### src/rtl/div_seq_pkg.sv
// div_seq_pkg: shared state type, step count and helpers for the sequential divider
package div_seq_pkg;
  typedef enum logic [1:0] {IDLE = 2'd0, CALC = 2'd1, DONE = 2'd2} state_t;
  localparam int DIV_STEPS = 32;
  localparam int CNT_W = $clog2(DIV_STEPS);
  // 0x80000000 maps to itself, which is its correct unsigned magnitude
  function automatic logic [31:0] abs32(input logic [31:0] x);
    return x[31] ? -x : x;
  endfunction
endpackage

### src/rtl/div_seq_step.sv
// div_step: one unsigned restoring iteration; quo shifts dividend bits out and quotient bits in
module div_step (
  input  logic [31:0] rem,
  input  logic [31:0] quo,
  input  logic [31:0] dvs,
  output logic [31:0] rem_nx,
  output logic [31:0] quo_nx
);
  logic [32:0] sh, diff;
  always_comb begin
    sh = {rem, quo[31]};
    diff = sh - {1'b0, dvs};
    rem_nx = diff[32] ? sh[31:0] : diff[31:0];
    quo_nx = {quo[30:0], ~diff[32]};
  end
endmodule

### src/rtl/div_seq.sv
// div_seq: 32-cycle signed restoring divider (MIPS DIV semantics) with div-by-zero flag
module div_seq
  import div_seq_pkg::*;
(
  input  logic        clk,
  input  logic        reset,
  input  logic        start,
  input  logic [31:0] a,
  input  logic [31:0] b,
  output logic [31:0] hi,
  output logic [31:0] lo,
  output logic        busy,
  output logic        done,
  output logic        div0
);
  state_t state, state_nx;
  logic [31:0] rem, quo, dvs, rem_nx, quo_nx;
  logic neg_q, neg_r, last, accept, zero_div;
  logic [CNT_W-1:0] cnt;
  div_step u_step (.rem(rem), .quo(quo), .dvs(dvs), .rem_nx(rem_nx), .quo_nx(quo_nx));
  assign last = cnt == CNT_W'(DIV_STEPS - 1);
  assign accept = state == IDLE && start && b != '0;
  assign zero_div = state == IDLE && start && b == '0;
  assign busy = state == CALC;
  assign done = state == DONE;
  always_comb begin
    state_nx = IDLE;
    state_nx = state == IDLE ? (accept ? CALC : IDLE) :
               state == CALC ? (last ? DONE : CALC) : IDLE;
  end
  always_ff @(posedge clk) begin
    if (!reset) begin
      state <= IDLE;
      rem <= '0;
      quo <= '0;
      dvs <= '0;
      neg_q <= 1'b0;
      neg_r <= 1'b0;
      cnt <= '0;
      hi <= '0;
      lo <= '0;
      div0 <= 1'b0;
    end else begin
      state <= state_nx;
      div0 <= zero_div;
      if (accept) begin
        rem <= '0;
        quo <= abs32(a);
        dvs <= abs32(b);
        neg_r <= a[31];
        neg_q <= a[31] ^ b[31];
        cnt <= '0;
      end else if (state == CALC) begin
        rem <= rem_nx;
        quo <= quo_nx;
        cnt <= cnt + 1'b1;
        if (last) begin
          hi <= neg_r ? -rem_nx : rem_nx;
          lo <= neg_q ? -quo_nx : quo_nx;
        end
      end
    end
  end
endmodule

### config.mk
export PLATFORM = sky130hd
export DESIGN_NAME = div_seq
export DESIGN_NICKNAME = d
export VERILOG_FILES = /design/src/rtl/div_seq_pkg.sv /design/src/rtl/div_seq_step.sv /design/src/rtl/div_seq.sv
export SDC_FILE = /design/constraint.sdc
export NUM_CORES = 1
export LEC_CHECK = 0
export ABC_AREA = 0
export ABC_CLOCK_PERIOD_IN_PS = 6200
export BUFFER_PORTS_ARGS = -buffer_cell sky130_fd_sc_hd__buf_2
export CAP_MARGIN = 20
export CORE_ASPECT_RATIO = 1.4
export CORE_MARGIN = 5
export CORE_UTILIZATION = 60
export DETAILED_ROUTE_END_ITERATION = 7
export PLACE_DENSITY = 0.93
export SYNTH_ARGS = -nofsm -noshare
export SYNTH_HDL_FRONTEND = slang
export SYNTH_SLANG_ARGS = --single-unit
### constraint.sdc
create_clock -name clk -period 6.2 [get_ports clk]
set_input_delay 1.24 -clock clk [delete_from_list [all_inputs] [get_ports clk]]
set_output_delay 1.24 -clock clk [all_outputs]
set_load 0.02 [all_outputs]
; Word-level counts from Yosys, hierarchy flattened
; Cells that the tools add are included.
[classes]
add_sub_neg = 6
eq_ne = 3
mux = 11
bitwise_logic = 4
n_reduce_logical = 9
[ops]
columns = operator, n
row1 = 2-to-1 mux 32 bit, 7
row2 = negator 32 bit, 4
row3 = subtractor 33 x 32 -> 33 bit, 1
row4 = zero test 32 bit, 1
row5 = nonzero test 32 bit, 1
row6 = 2-to-1 mux 2 bit, 3
row7 = "adder 5 x 1 -> 5 bit, second input constant", 1
row8 = "equality test 5 bit, second input constant", 1
row9 = logical AND 1 bit, 3
row10 = NOT 1 bit, 3
row11 = AND reduction 3 bit, 1
row12 = "equality test 2 x 1 -> 1 bit, second input constant", 1
row13 = "equality test 2 bit, second input constant", 1
row14 = zero test 2 bit, 1
row15 = nonzero test 2 bit, 1
row16 = OR reduction 2 bit, 1
row17 = 2-to-1 mux 1 bit, 1
row18 = XOR 1 bit, 1
[totals]
reg_bits = 170
input_bits = 67
out_inout_bits = 67

; Logic depth before layout (Yosys ltp)
[logic_depth]
word_depth = 5
mapped_depth = 23
mapped_depth_nobuf = 20

; Cells and area by module
; A second synthesis with hierarchy kept.
[hier_totals]
hier_cells = 1405
area_unflattened_um2 = 11183.2
[by_module_without_submodules]
columns = mod, instances, cells_each, area_each_um2, seq_area_each_um2
row1 = div_seq, 1, 1065, 8633.3, 3403.3
row2 = div_step, 1, 340, 2549.9, 0.0

; Worst setup path before layout
; OpenSTA, ideal clock, no wires.
[synth_path]
path_type = in2reg
startpoint = input a[8]
endpoint = register quo[30]
setup_time_ns = 0.070
arrival_ns = 4.473
t_required_ns = 6.130
slack_ns = 1.656
path_stages = 11
cell_sequence = or4_1 -> or2_1 -> or3_4 -> or4_4 -> or4_4 -> or4_4 -> or3_4 -> o41ai_4 -> xnor2_1 -> nand2_1 -> a21oi_1
[synth_between]
elab_chain_len = 3
[synth_lines]
columns = element, line_no
row1 = "start, declared", div_seq.sv:8  ; input logic [31:0] a,
row2 = negator 32 bit, div_seq_pkg.sv:8  ; return x[31] ? -x : x;
row3 = 2-to-1 mux 32 bit, div_seq_pkg.sv:8
row4 = 2-to-1 mux 32 bit, div_seq.sv:46  ; if (accept) begin
row5 = "end signal, assigned", div_seq.sv:48  ; quo <= abs32(a);
row6 = "end signal, assigned", div_seq.sv:55  ; quo <= quo_nx;
row7 = "end, declared", div_seq.sv:17  ; logic [31:0] rem, quo, dvs, rem_nx, quo_nx;
; Every way passes these cells.
; A chain may end at the register's enable or synchronous reset.

; Worst setup path in the final report
[layout_path]
startpoint = register quo[31]
endpoint = register hi[30]
[layout_between]
elab_chain_len = 4
[layout_lines]
columns = element, line_no
row1 = subtractor 33 x 32 -> 33 bit, div_seq_step.sv:12  ; diff = sh - {1'b0, dvs};
row2 = 2-to-1 mux 32 bit *, div_seq_step.sv:13  ; rem_nx = diff[32] ? sh[31:0] : diff[31:0];
row3 = negator 32 bit, div_seq.sv:58  ; hi <= neg_r ? -rem_nx : rem_nx;
row4 = 2-to-1 mux 32 bit *, div_seq.sv:58
row5 = "end signal, assigned", div_seq.sv:58
row6 = "end, declared", div_seq.sv:10  ; output logic [31:0] hi,
; Every way passes the cells marked *; elsewhere a longest branch is shown, timed or not.

==> results.toml <==
[finish]
final_nets = 1675
multi_input_area_sq_um = 7350
antennaDiodeCount = 0
register_area_sq_um = 3400
final_common_cell = "nor2_1"
area_growth_pct = 12.2
final_cell_area_sq_um = 12700
final_cell_mix = "183 x nor2_1, 170 x dfxtp_1, 153 x nand2_1"
fill_cells = 1530
drive_gt1_share_pct = 12.9

[detailed_routing]
drcViolationCount = 0
dr.first_iter.drc_count = 1017
drt-total-wl_mm = 34.2
route.detailed.wl_per_inst_microns = 18.7
vias_per_cell = 6.38
first_pass_iters = 5
via_count = 11700
ant_nets = 0

[cts]
cts_hold_buffers = 0
cts.clk_slew.worst_paths_ps = 70
cts_tree = "built"
clock_sinks = 170
post_cts_buffers = 0
insertion_delay_ps = 430
cts_made_buffers = 17
cts_resized = 0
cts-root-buf = "clkbuf_16"
cts_max_path_buffers = 2
htreeDepth = 4

[timing]
slew_violations = 0
hold_violations = 0
min_period_ps = 4940
period_share_pct = 79.7
tightestPinTransition_ps = 1060
clock-skew-final_ps = 8.68
grt_setup_unrepaired = "false"
fin_tns_setup_ps = 0
setup-violations-final = 0
fmax_mhz = 202
max-slew-margin-rel_pct = 28.3

[worst_setup_path]
rr_startpoint = "quo[31]"
critical_path_class = "flop to flop"
critPathCaptureType = "flop"
startpoint_type = "flop"
crit_start = "quo[31]"
cp_max_fo = 27
critPathRequiredTime_ps = 6500
arrival_ps = 5240
cpPeakStageDelay_ps = 530
r2r_setup_slack_ps = 1260
path_cells = "inv_1 -> ha_1 -> fa_1 -> nor2b_1 -> o31a_1 -> o2111a_1 -> o211ai_1 -> o211a_2 -> inv_2 -> o21ai_0 -> inv_1 -> ha_1 -> inv_1 -> nor4_1 -> a32oi_1 -> nor3_1 -> a41oi_1 -> xnor2_1 -> o21ai_0"
cpMaxStageDelayCell = "nor3_1"
cp_common_cell = "inv_1"

[synthesis]
synth_area_per_cell_sq_um = 7.57
ys_seq_area_share_pct = 30.1
synth_edf_count = 0
post-synth-top-area-fraction_pct = 30.1
yosys_most_used_dff = "dfxtp_1"
synth_cell_type_count = 65
synth_nets = 1600
synthArstFlopShare_pct = 0
yosys_register_bits = 170
synth_area_leaders = "dfxtp_1 30%, nor2_1 6.1%, xnor2_1 5.6%"
yosys_warnings = 0
syn_inst = 1494
synth_area_sq_um = 11300
synth_top_cell_by_area = "dfxtp_1"

[placed_design]
place_congestion = 0.949
dp_hpwl_mm = 24.9
portBuffers = 133
post_dp_cell_area_sq_um = 12000

[floorplanning]
start_util_pct = 60.8
die_h_microns = 172
num_rows = 59
dieWidth_microns = 126
die_area_sq_um = 21700
io_pins = 134
core_sq_um = 18600

[global_routing]
grt_use_met3_pct = 4.85
grt_pass1_wl_mm = 54.3
grt_max_degree = 107
track_usage_pct = 30.5
grt_pass1_vias = 11200
overflow = 0
antenna_found_initial = 0
use_met2_pct = 56.7
grt_use_met1_pct = 30.8
busiest_layer = "met2"

[job]
cap_viol_max_count = 0

[worst_hold_path]
hold_path_class = "flop to flop"
min_from = "hi[5]"

[outcome]
outcome = "finished, final reports clean"

[pwr]
powerDensity_nw_per_um2 = 289
p_total_w = 0.00367
p_leak_nw = 5.05
peakVddDrop_mv = 0.199
## critical path: cells and delay by family, from the launching register on
| kind | cells | cell delay [ps] |
|---|---|---|
| and+or+nand+nor | 3 | 1030 |
| xor gates and xnor gates | 1 | 250 |
| buffers and inverters | 4 | 650 |
| DFF | 1 | 400 |
| adders and majority gates | 3 | 910 |
| AOI/OAI and AO/OA | 8 | 1560 |
## sequential cells by signal, indices dropped and copies added (netlist names)
| signal | count |
|---|---|
| neg_r | 1 |
| state | 2 |
| lo | 32 |
| neg_q | 1 |
| dvs | 32 |
| rem | 32 |
| hi | 32 |
| cnt | 5 |
| quo | 32 |
| div0 | 1 |
## area by class of cell
type / count / area share [%]
clock buffers: 19 / 3.49
clock inverters: 13 / 1.46
inverters: 60 / 1.78
multi-input cells: 1174 / 57.9
flip-flops and latches: 170 / 26.8
well taps: 244 / 2.41
repair buffers: 146 / 6.15
## per-stage QoR
stage / cells / setup WS [ps] / util (%) / hold slack (ps)
floorplan: 1494 / 1660 / - / 432
global placement: 1792 / 1320 / 64.7 / 437
detailed placement: 1792 / 1120 / 64.7 / 444
CTS: 1824 / 1420 / 68.1 / 451
global route: 1826 / 905 / 68.2 / 478
finish: 1826 / 1260 / 68.2 / 448
## Yosys cell counts (13+ instances only)
library cell    n
nor2_1        184
nand3_1        32
a221oi_1       20
o31ai_1        25
xor2_1         57
dfxtp_1       170
a22oi_1        16
mux2i_1        32
clkbuf_1       72
nand2_1       153
or4_1          17
xnor2_1        72
nor3_1         38
or3_1          28
o21ai_0        99
a21oi_1        98
a211oi_1       79
a31oi_1        14
buf_1          15
nand4_1        13
inv_1          57
ha_1           38
nor4_1         15
## metal layers
layer	wire (microns)	up-vias	share of wire, %
met1	12100	5408	35
met3	1920	166	5.6
met2	17700	532	52
li1	-	5545	-
met4	2520	0	7.4
met5	0	-	0
## kinds of logic after synthesis
kind of cell	Yosys count	synth area share, %
AOI/OAI and AO/OA	429	25.0
and+or+nand+nor	543	22.5
adders and majority gates	39	4.38
xor gates and xnor gates	129	9.99
DFF	170	30.1
muxes	34	3.03
buffers and inverters	150	5.01
## report_power, final
| part | total (W) | switching, W | internal (W) | leakage [nW] |
|---|---|---|---|---|
| Sequential | 0.00121 | 0.0000629 | 0.00114 | 1.39 |
| Combinational | 0.00131 | 0.000849 | 0.000464 | 3.36 |
| Clock | 0.00115 | 0.000488 | 0.000659 | 0.306 |
| Total | 0.00367 | 0.00140 | 0.00227 | 5.05 |
## path summary, 6_finish.rpt
check / end / cells after the start
worst min-delay path: hi[5] / 2
worst min register to register: hi[5] / 2
worst max register to register: hi[30] / 19
worst max-delay path: hi[30] / 19
Note: power is estimated with default switching activity, not from simulation.
